**src/rtl/video_pkg.sv**
```systemverilog
// Shared video types and default 15 kHz PAL raster timing.
// The scandoubler derives its CLKVIDEO-based counts from these too.
package video_pkg;

    typedef struct packed {
        logic [2:0] r;
        logic [2:0] g;
        logic [2:0] b;
    } rgb333_t;

    localparam int CNT_W            = 9;

    localparam int PAL_H_TOTAL      = 384;
    localparam int PAL_H_ACTIVE     = 256;
    localparam int PAL_H_SYNC_START = 304;
    localparam int PAL_H_SYNC_LEN   = 28;
    localparam int PAL_V_TOTAL      = 312;
    localparam int PAL_V_ACTIVE     = 208;
    localparam int PAL_V_SYNC_START = 256;
    localparam int PAL_V_SYNC_LINES = 3;

endpackage

```
**src/rtl/video_sync_counter.sv**
```systemverilog
// Raster h/v counters and the stage-0 decode of active, syncs and frame start.
// Vsync opens and closes on hsync leading edges, so it may span line boundaries.
module video_sync_counter
    import video_pkg::*;
#(
    parameter int H_TOTAL      = PAL_H_TOTAL,
    parameter int H_ACTIVE     = PAL_H_ACTIVE,
    parameter int H_SYNC_START = PAL_H_SYNC_START,
    parameter int H_SYNC_LEN   = PAL_H_SYNC_LEN,
    parameter int V_TOTAL      = PAL_V_TOTAL,
    parameter int V_ACTIVE     = PAL_V_ACTIVE,
    parameter int V_SYNC_START = PAL_V_SYNC_START,
    parameter int V_SYNC_LINES = PAL_V_SYNC_LINES
) (
    input  logic             i_clk,
    input  logic             i_rst,
    output logic [CNT_W-1:0] o_h,
    output logic [CNT_W-1:0] o_v,
    output logic             o_act,
    output logic             o_hs,
    output logic             o_vs,
    output logic             o_fs
);

    localparam logic [CNT_W-1:0] C_HT_M1 = CNT_W'(H_TOTAL - 1);
    localparam logic [CNT_W-1:0] C_VT_M1 = CNT_W'(V_TOTAL - 1);
    localparam logic [CNT_W-1:0] C_HA    = CNT_W'(H_ACTIVE);
    localparam logic [CNT_W-1:0] C_VA    = CNT_W'(V_ACTIVE);
    localparam logic [CNT_W-1:0] C_HSS   = CNT_W'(H_SYNC_START);
    localparam logic [CNT_W-1:0] C_HSE   = CNT_W'(H_SYNC_START + H_SYNC_LEN);
    localparam logic [CNT_W-1:0] C_VSS   = CNT_W'(V_SYNC_START);
    localparam logic [CNT_W-1:0] C_VSE   = CNT_W'(V_SYNC_START + V_SYNC_LINES);
    localparam logic [CNT_W-1:0] C_VEND  =
        CNT_W'((V_SYNC_START + V_SYNC_LINES) % V_TOTAL);

    if (H_TOTAL > 511 || V_TOTAL > 511) begin : g_bad_total
        $error("raster totals must fit 9-bit counters");
    end
    if (H_ACTIVE > H_SYNC_START) begin : g_bad_hact
        $error("H_ACTIVE exceeds H_SYNC_START");
    end
    if (H_SYNC_START + H_SYNC_LEN > H_TOTAL) begin : g_bad_hsync
        $error("hsync runs past H_TOTAL");
    end
    if (V_SYNC_START + V_SYNC_LINES > V_TOTAL) begin : g_bad_vsync
        $error("vsync runs past V_TOTAL");
    end

    logic [CNT_W-1:0] r_h;
    logic [CNT_W-1:0] r_v;
    logic             w_vs_start;
    logic             w_vs_mid;
    logic             w_vs_end;

    always_ff @(posedge i_clk) begin
        if (i_rst) begin
            r_h <= '0;
            r_v <= '0;
        end else if (r_h == C_HT_M1) begin
            r_h <= '0;
            r_v <= (r_v == C_VT_M1) ? '0 : r_v + 1'b1;
        end else begin
            r_h <= r_h + 1'b1;
        end
    end

    // Window is [(HSS,VSS), (HSS,VSS+LINES)); the end line may wrap to 0.
    assign w_vs_start = (r_v == C_VSS) && (r_h >= C_HSS);
    assign w_vs_mid   = (r_v > C_VSS) && (r_v < C_VSE);
    assign w_vs_end   = (r_v == C_VEND) && (r_h < C_HSS);

    assign o_h   = r_h;
    assign o_v   = r_v;
    assign o_act = (r_h < C_HA) && (r_v < C_VA);
    assign o_hs  = (r_h >= C_HSS) && (r_h < C_HSE);
    assign o_vs  = w_vs_start || w_vs_mid || w_vs_end;
    assign o_fs  = (r_h == '0) && (r_v == '0);

endmodule

```
**src/rtl/pal_video_timing_gen.sv**
```systemverilog
// PAL 15 kHz timing generator: counters, pixel request and a 2-stage
// pipeline that keeps blanked RGB and all syncs aligned with source latency.
module pal_video_timing_gen
    import video_pkg::*;
#(
    parameter int H_TOTAL      = PAL_H_TOTAL,
    parameter int H_ACTIVE     = PAL_H_ACTIVE,
    parameter int H_SYNC_START = PAL_H_SYNC_START,
    parameter int H_SYNC_LEN   = PAL_H_SYNC_LEN,
    parameter int V_TOTAL      = PAL_V_TOTAL,
    parameter int V_ACTIVE     = PAL_V_ACTIVE,
    parameter int V_SYNC_START = PAL_V_SYNC_START,
    parameter int V_SYNC_LINES = PAL_V_SYNC_LINES
) (
    input  logic       clkvideo,
    input  logic       rst,
    output logic       pix_req,
    output logic [8:0] pix_x,
    output logic [8:0] pix_y,
    input  logic [8:0] pix_rgb,
    output logic [2:0] ro,
    output logic [2:0] go,
    output logic [2:0] bo,
    output logic       hsync_n,
    output logic       vsync_n,
    output logic       csync_n,
    output logic       frame_start
);

    logic    w_act;
    logic    w_hs;
    logic    w_vs;
    logic    w_fs;
    rgb333_t w_pix;

    logic    r_act1;
    logic    r_hs1;
    logic    r_vs1;
    logic    r_fs1;
    rgb333_t r_rgb;
    logic    r_hsync_n;
    logic    r_vsync_n;
    logic    r_csync_n;
    logic    r_frame_start;

    video_sync_counter #(
        .H_TOTAL      (H_TOTAL),
        .H_ACTIVE     (H_ACTIVE),
        .H_SYNC_START (H_SYNC_START),
        .H_SYNC_LEN   (H_SYNC_LEN),
        .V_TOTAL      (V_TOTAL),
        .V_ACTIVE     (V_ACTIVE),
        .V_SYNC_START (V_SYNC_START),
        .V_SYNC_LINES (V_SYNC_LINES)
    ) u_cnt (
        .i_clk (clkvideo),
        .i_rst (rst),
        .o_h   (pix_x),
        .o_v   (pix_y),
        .o_act (w_act),
        .o_hs  (w_hs),
        .o_vs  (w_vs),
        .o_fs  (w_fs)
    );

    assign pix_req = w_act;
    assign w_pix   = rgb333_t'(pix_rgb);

    // Clearing both stages on reset means no stale sync can leak out.
    always_ff @(posedge clkvideo) begin
        if (rst) begin
            r_act1        <= 1'b0;
            r_hs1         <= 1'b0;
            r_vs1         <= 1'b0;
            r_fs1         <= 1'b0;
            r_rgb         <= '0;
            r_hsync_n     <= 1'b1;
            r_vsync_n     <= 1'b1;
            r_csync_n     <= 1'b1;
            r_frame_start <= 1'b0;
        end else begin
            r_act1        <= w_act;
            r_hs1         <= w_hs;
            r_vs1         <= w_vs;
            r_fs1         <= w_fs;
            r_rgb         <= r_act1 ? w_pix : '0;
            r_hsync_n     <= ~r_hs1;
            r_vsync_n     <= ~r_vs1;
            r_csync_n     <= ~(r_hs1 ^ r_vs1);
            r_frame_start <= r_fs1;
        end
    end

    assign ro          = r_rgb.r;
    assign go          = r_rgb.g;
    assign bo          = r_rgb.b;
    assign hsync_n     = r_hsync_n;
    assign vsync_n     = r_vsync_n;
    assign csync_n     = r_csync_n;
    assign frame_start = r_frame_start;

endmodule

```
**config.mk**
```make
export PLATFORM = sky130hd
export DESIGN_NAME = pal_video_timing_gen
export DESIGN_NICKNAME = d
export VERILOG_FILES = /design/src/rtl/video_pkg.sv /design/src/rtl/video_sync_counter.sv /design/src/rtl/pal_video_timing_gen.sv
export SDC_FILE = /design/constraint.sdc
export NUM_CORES = 1
export LEC_CHECK = 0
export ABC_AREA = 1
export CAP_MARGIN = 20
export CORE_MARGIN = 2
export CORE_UTILIZATION = 66
export DETAILED_ROUTE_END_ITERATION = 12
export DONT_BUFFER_PORTS = 1
export PLACE_DENSITY = 0.89
export SLEW_MARGIN = 0
export SYNTH_ARGS = -nofsm -noshare
export SYNTH_HDL_FRONTEND = slang
export SYNTH_SLANG_ARGS = --single-unit
```
**constraint.sdc**
```tcl
create_clock -name clkvideo -period 4.19 [get_ports clkvideo]
set_clock_uncertainty 0.1 [all_clocks]
set_input_delay 0.838 -clock clkvideo [delete_from_list [all_inputs] [get_ports clkvideo]]
set_output_delay 0.838 -clock clkvideo [all_outputs]
set_load 0.05 [all_outputs]
```
==> key figures <==
Worst setup path
  – CP max FO: 6
  – Crit path capture: pix_req
  – Worst Path Class, Setup: reg2out
  – Reg-to-Reg End: u_cnt.o_v[5]$_SDFFE_PP0P_
  – Worst EP required: roughly 3300 ps
  – CP delay by family, top: flip-flops
  – Setup crit end kind: output pin
  – Startpoint type of the worst setup path: flip-flop
  – Count of cell instances traversed by the critical path: 2
  – Cells along the critical path: nand2_1 -> o21a_1
  – Highest-delay cell along the critical path: sky130_fd_sc_hd__dfxtp_1
  – Origin of the critical flop-to-flop path: u_cnt.o_h[0]$_SDFF_PP0_
  – Crit. Startpoint: u_cnt.o_v[6]$_SDFFE_PP0P_
  – Buffers & Inverters on Critical Path: 0
  – Register-to-Register Path Depth: 8
  – Data arrival time of the critical path: about 1700 ps
  – R2R Setup Slk: 2080 ps
  – Max incr delay on CP: 750 ps

Power
  – Maximum vdd drop: between 0.0002 and 0.0003 V
  – Total power divided by cell area: 355 nW/µm²
  – Static leakage: 0.796 nW
  – Design Power: 0.000595 W

Routing
  – Final antenna-violating net count: 0
  – Vias after detailed routing: 1406
  – First-pass iteration count of the detailed router: 5
  – Drt total wl: 3490 µm
  – Avg Vias per Cell: roughly 5.6
  – Final routed wire length divided by cell count: between 10 and 15 µm
  – Post-detailed-route DRC marker count: 0
  – DR iter-0 viols: 31

Floorplan
  – Core Area: 2230 µm²
  – Area of the die: 2800 µm²
  – Starting density of the core: between 70% and 80%
  – Die Ht: 52.9 µm
  – Width of the chip: around 53 µm
  – Std cell rows: 17
  – I/O Pins: 43

Cells and area
  – Number of nets at the end of the flow: 235
  – Area overhead of the layout relative to synthesis: 6.19%
  – Antenna diode instance count: 0
  – Share of layout cells above drive strength 1: 9.50%
  – Final design area excluding fillers: 1680 µm²
  – Highest-count cells in the layout ignoring fill and taps: 40 x sky130_fd_sc_hd__nand2_1, 40 x sky130_fd_sc_hd__nor2_1, 36 x sky130_fd_sc_hd__inv_1

Clock network
  – Number of levels the H-tree was split into: 2
  – CTS tree: built
  – Clk Tree Root Cell: sky130_fd_sc_hd__clkbuf_4
  – Clock slew at reported path FFs: around 120 ps
  – Worst-Skew Late Latency: around 350 ps
  – Post-CTS setup buffers: 0
  – Clock buffers created by TritonCTS: 5
  – Clock Path Buffers: 2
  – Sink Count: 35
  – Hold Buf Count CTS: 0
  – Cts repair resizes: 0

Synth
  – Count of flip-flops with a built-in enable after synthesis: 0
  – Register area share after synthesis: 44.4%
  – Post-synth top area cell: sky130_fd_sc_hd__dfxtp_1
  – FFs w/ async S/R, synth: 0%
  – Yosys reg bits: 35
  – Synthesized net count: 229
  – Ranking of synthesized cells by area: sky130_fd_sc_hd__dfxtp_1 44%, sky130_fd_sc_hd__nand2_1 9.5%, sky130_fd_sc_hd__nor2_1 9.5%, sky130_fd_sc_hd__inv_1 8.6%, sky130_fd_sc_hd__nand3_1 4.1%
  – Synthesized area per cell: between 7 and 8 µm²
  – Main synth FF type: sky130_fd_sc_hd__dfxtp_1
  – Post-synthesis cell type count: 31
  – Yosys top cell area share: 44.4%
  – Total of warnings raised by yosys: 0
  – Summed instance area of the synthesized netlist: 1580 µm²
  – Mapped Cells: 214

Outcome
  – Status: complete, no violations

Hold path
  – Classification of the worst-slack hold path: reg2reg
  – Origin of the worst min-delay path: r_fs1$_SDFF_PP0_

STA
  – Count of endpoints failing setup in the final report: 0
  – Period utilization: 63.8%
  – Remaining max-slew budget at the tightest pin: 50.5%
  – Hold slack final: roughly 320 ps
  – FMAX: 374 MHz
  – Setup_tns: 0 ps
  – Final Max Tran Viols: 0
  – Final hold viol count: 0
  – Minimum clock period: 2670 ps
  – RSZ-0062 raised after global routing: false
  – Worst slew pin tran: 742 ps

GRT
  – Global-route wire length before repair: 5650 µm
  – Antenna violations before repair: 0
  – Pin count of the biggest net entering global routing: 13
  – Via count of the first global-routing pass: 1325
  – GRT Util Overall: roughly 28%
  – Total grt overflow: 0

Placement
  – Gpl congestion: 0.905
  – Count of port buffers added during placement: 0
  – DPL Wire Length: 2630 µm
  – DP Area: 1610 µm²

Job
  – Max-capacitance violation count: 0
synth_stat cells (all sizes together), types with 2 or more instances:
library cell,number
nand4,5
nand2,44
nor3,4
nor2,43
inv,37
dfxtp,35
ha,4
o21ai,6
o21a,2
clkinv,2
a21oi,9
nand3,15
power breakdown:
part / total [W] / switching, W / internal [W]
Sequential: 0.000369 / 0.0000283 / 0.000341
Combinational: 0.0000216 / 0.0000135 / 0.00000814
Clock: 0.000205 / 0.000122 / 0.0000826
Total: 0.000595 / 0.000164 / 0.000431
area by class of cell:
cell class	instances	area, µm²
Inverter	39	148
Sequential cell	35	701
Clock buffer	6	51.3
Fill cell	170	558
Tap cell	28	35.0
Multi-Input combinational cell	139	724
Clock inverter	2	16.3
per-stage QoR:
| step | worst slack (ps) | std cells | util (%) |
|---|---|---|---|
| 5_1_grt | 1460 | 249 | 75.0 |
| 2_1_floorplan | 2010 | 214 | - |
| 3_3_place_gp | 1950 | 241 | 72.0 |
| 6_report | 1520 | 249 | 75.0 |
| 4_1_cts | 1510 | 249 | 75.0 |
| 3_5_place_dp | 1890 | 241 | 72.0 |
state kept, by name (all words and copies together) (netlist names):
register     flops
csync_n          1
ro               3
r_vs1            1
u_cnt.o_h        9
hsync_n          1
bo               3
frame_start      1
go               3
vsync_n          1
r_act1           1
u_cnt.o_v        9
r_hs1            1
r_fs1            1
cells by family after synthesis:
logic type | count (synthesis) | share of synthesized area (%)
buffers and inverters | 40 | 9.67
DFF | 35 | 44.4
and+or+nand+nor | 115 | 34.9
xor gates and xnor gates | 2 | 1.11
adders and majority gates | 4 | 3.17
AOI/OAI and AO/OA | 18 | 6.74
per-layer routing:
metal  vias to the layer above  wire length [µm]  global-route usage [%]
li1                        678                 -                       -
met1                       655              1310                    31.0
met5                         -                 0                       0
met2                        65              1770                    50.0
met3                         8               361                    9.89
met4                         0                49                    10.3
tightest hold or removal path: stages, from the launching register on:
cell and delay, ps:
sky130_fd_sc_hd__dfxtp_1 320, sky130_fd_sc_hd__inv_1 50, sky130_fd_sc_hd__nor2_1 30
worst min-delay path by stage:
stage	endpoint	cells after the start
final	frame_start$_SDFF_PP0_	2
after global routing	frame_start$_SDFF_PP0_	2
after CTS	hsync_n$_SDFF_PP1_	1
after detailed placement	hsync_n$_SDFF_PP1_	1
after global placement	frame_start$_SDFF_PP0_	2
after floorplan	vsync_n$_SDFF_PP1_	1
No activity file was read; power rests on OpenSTA's default activity.
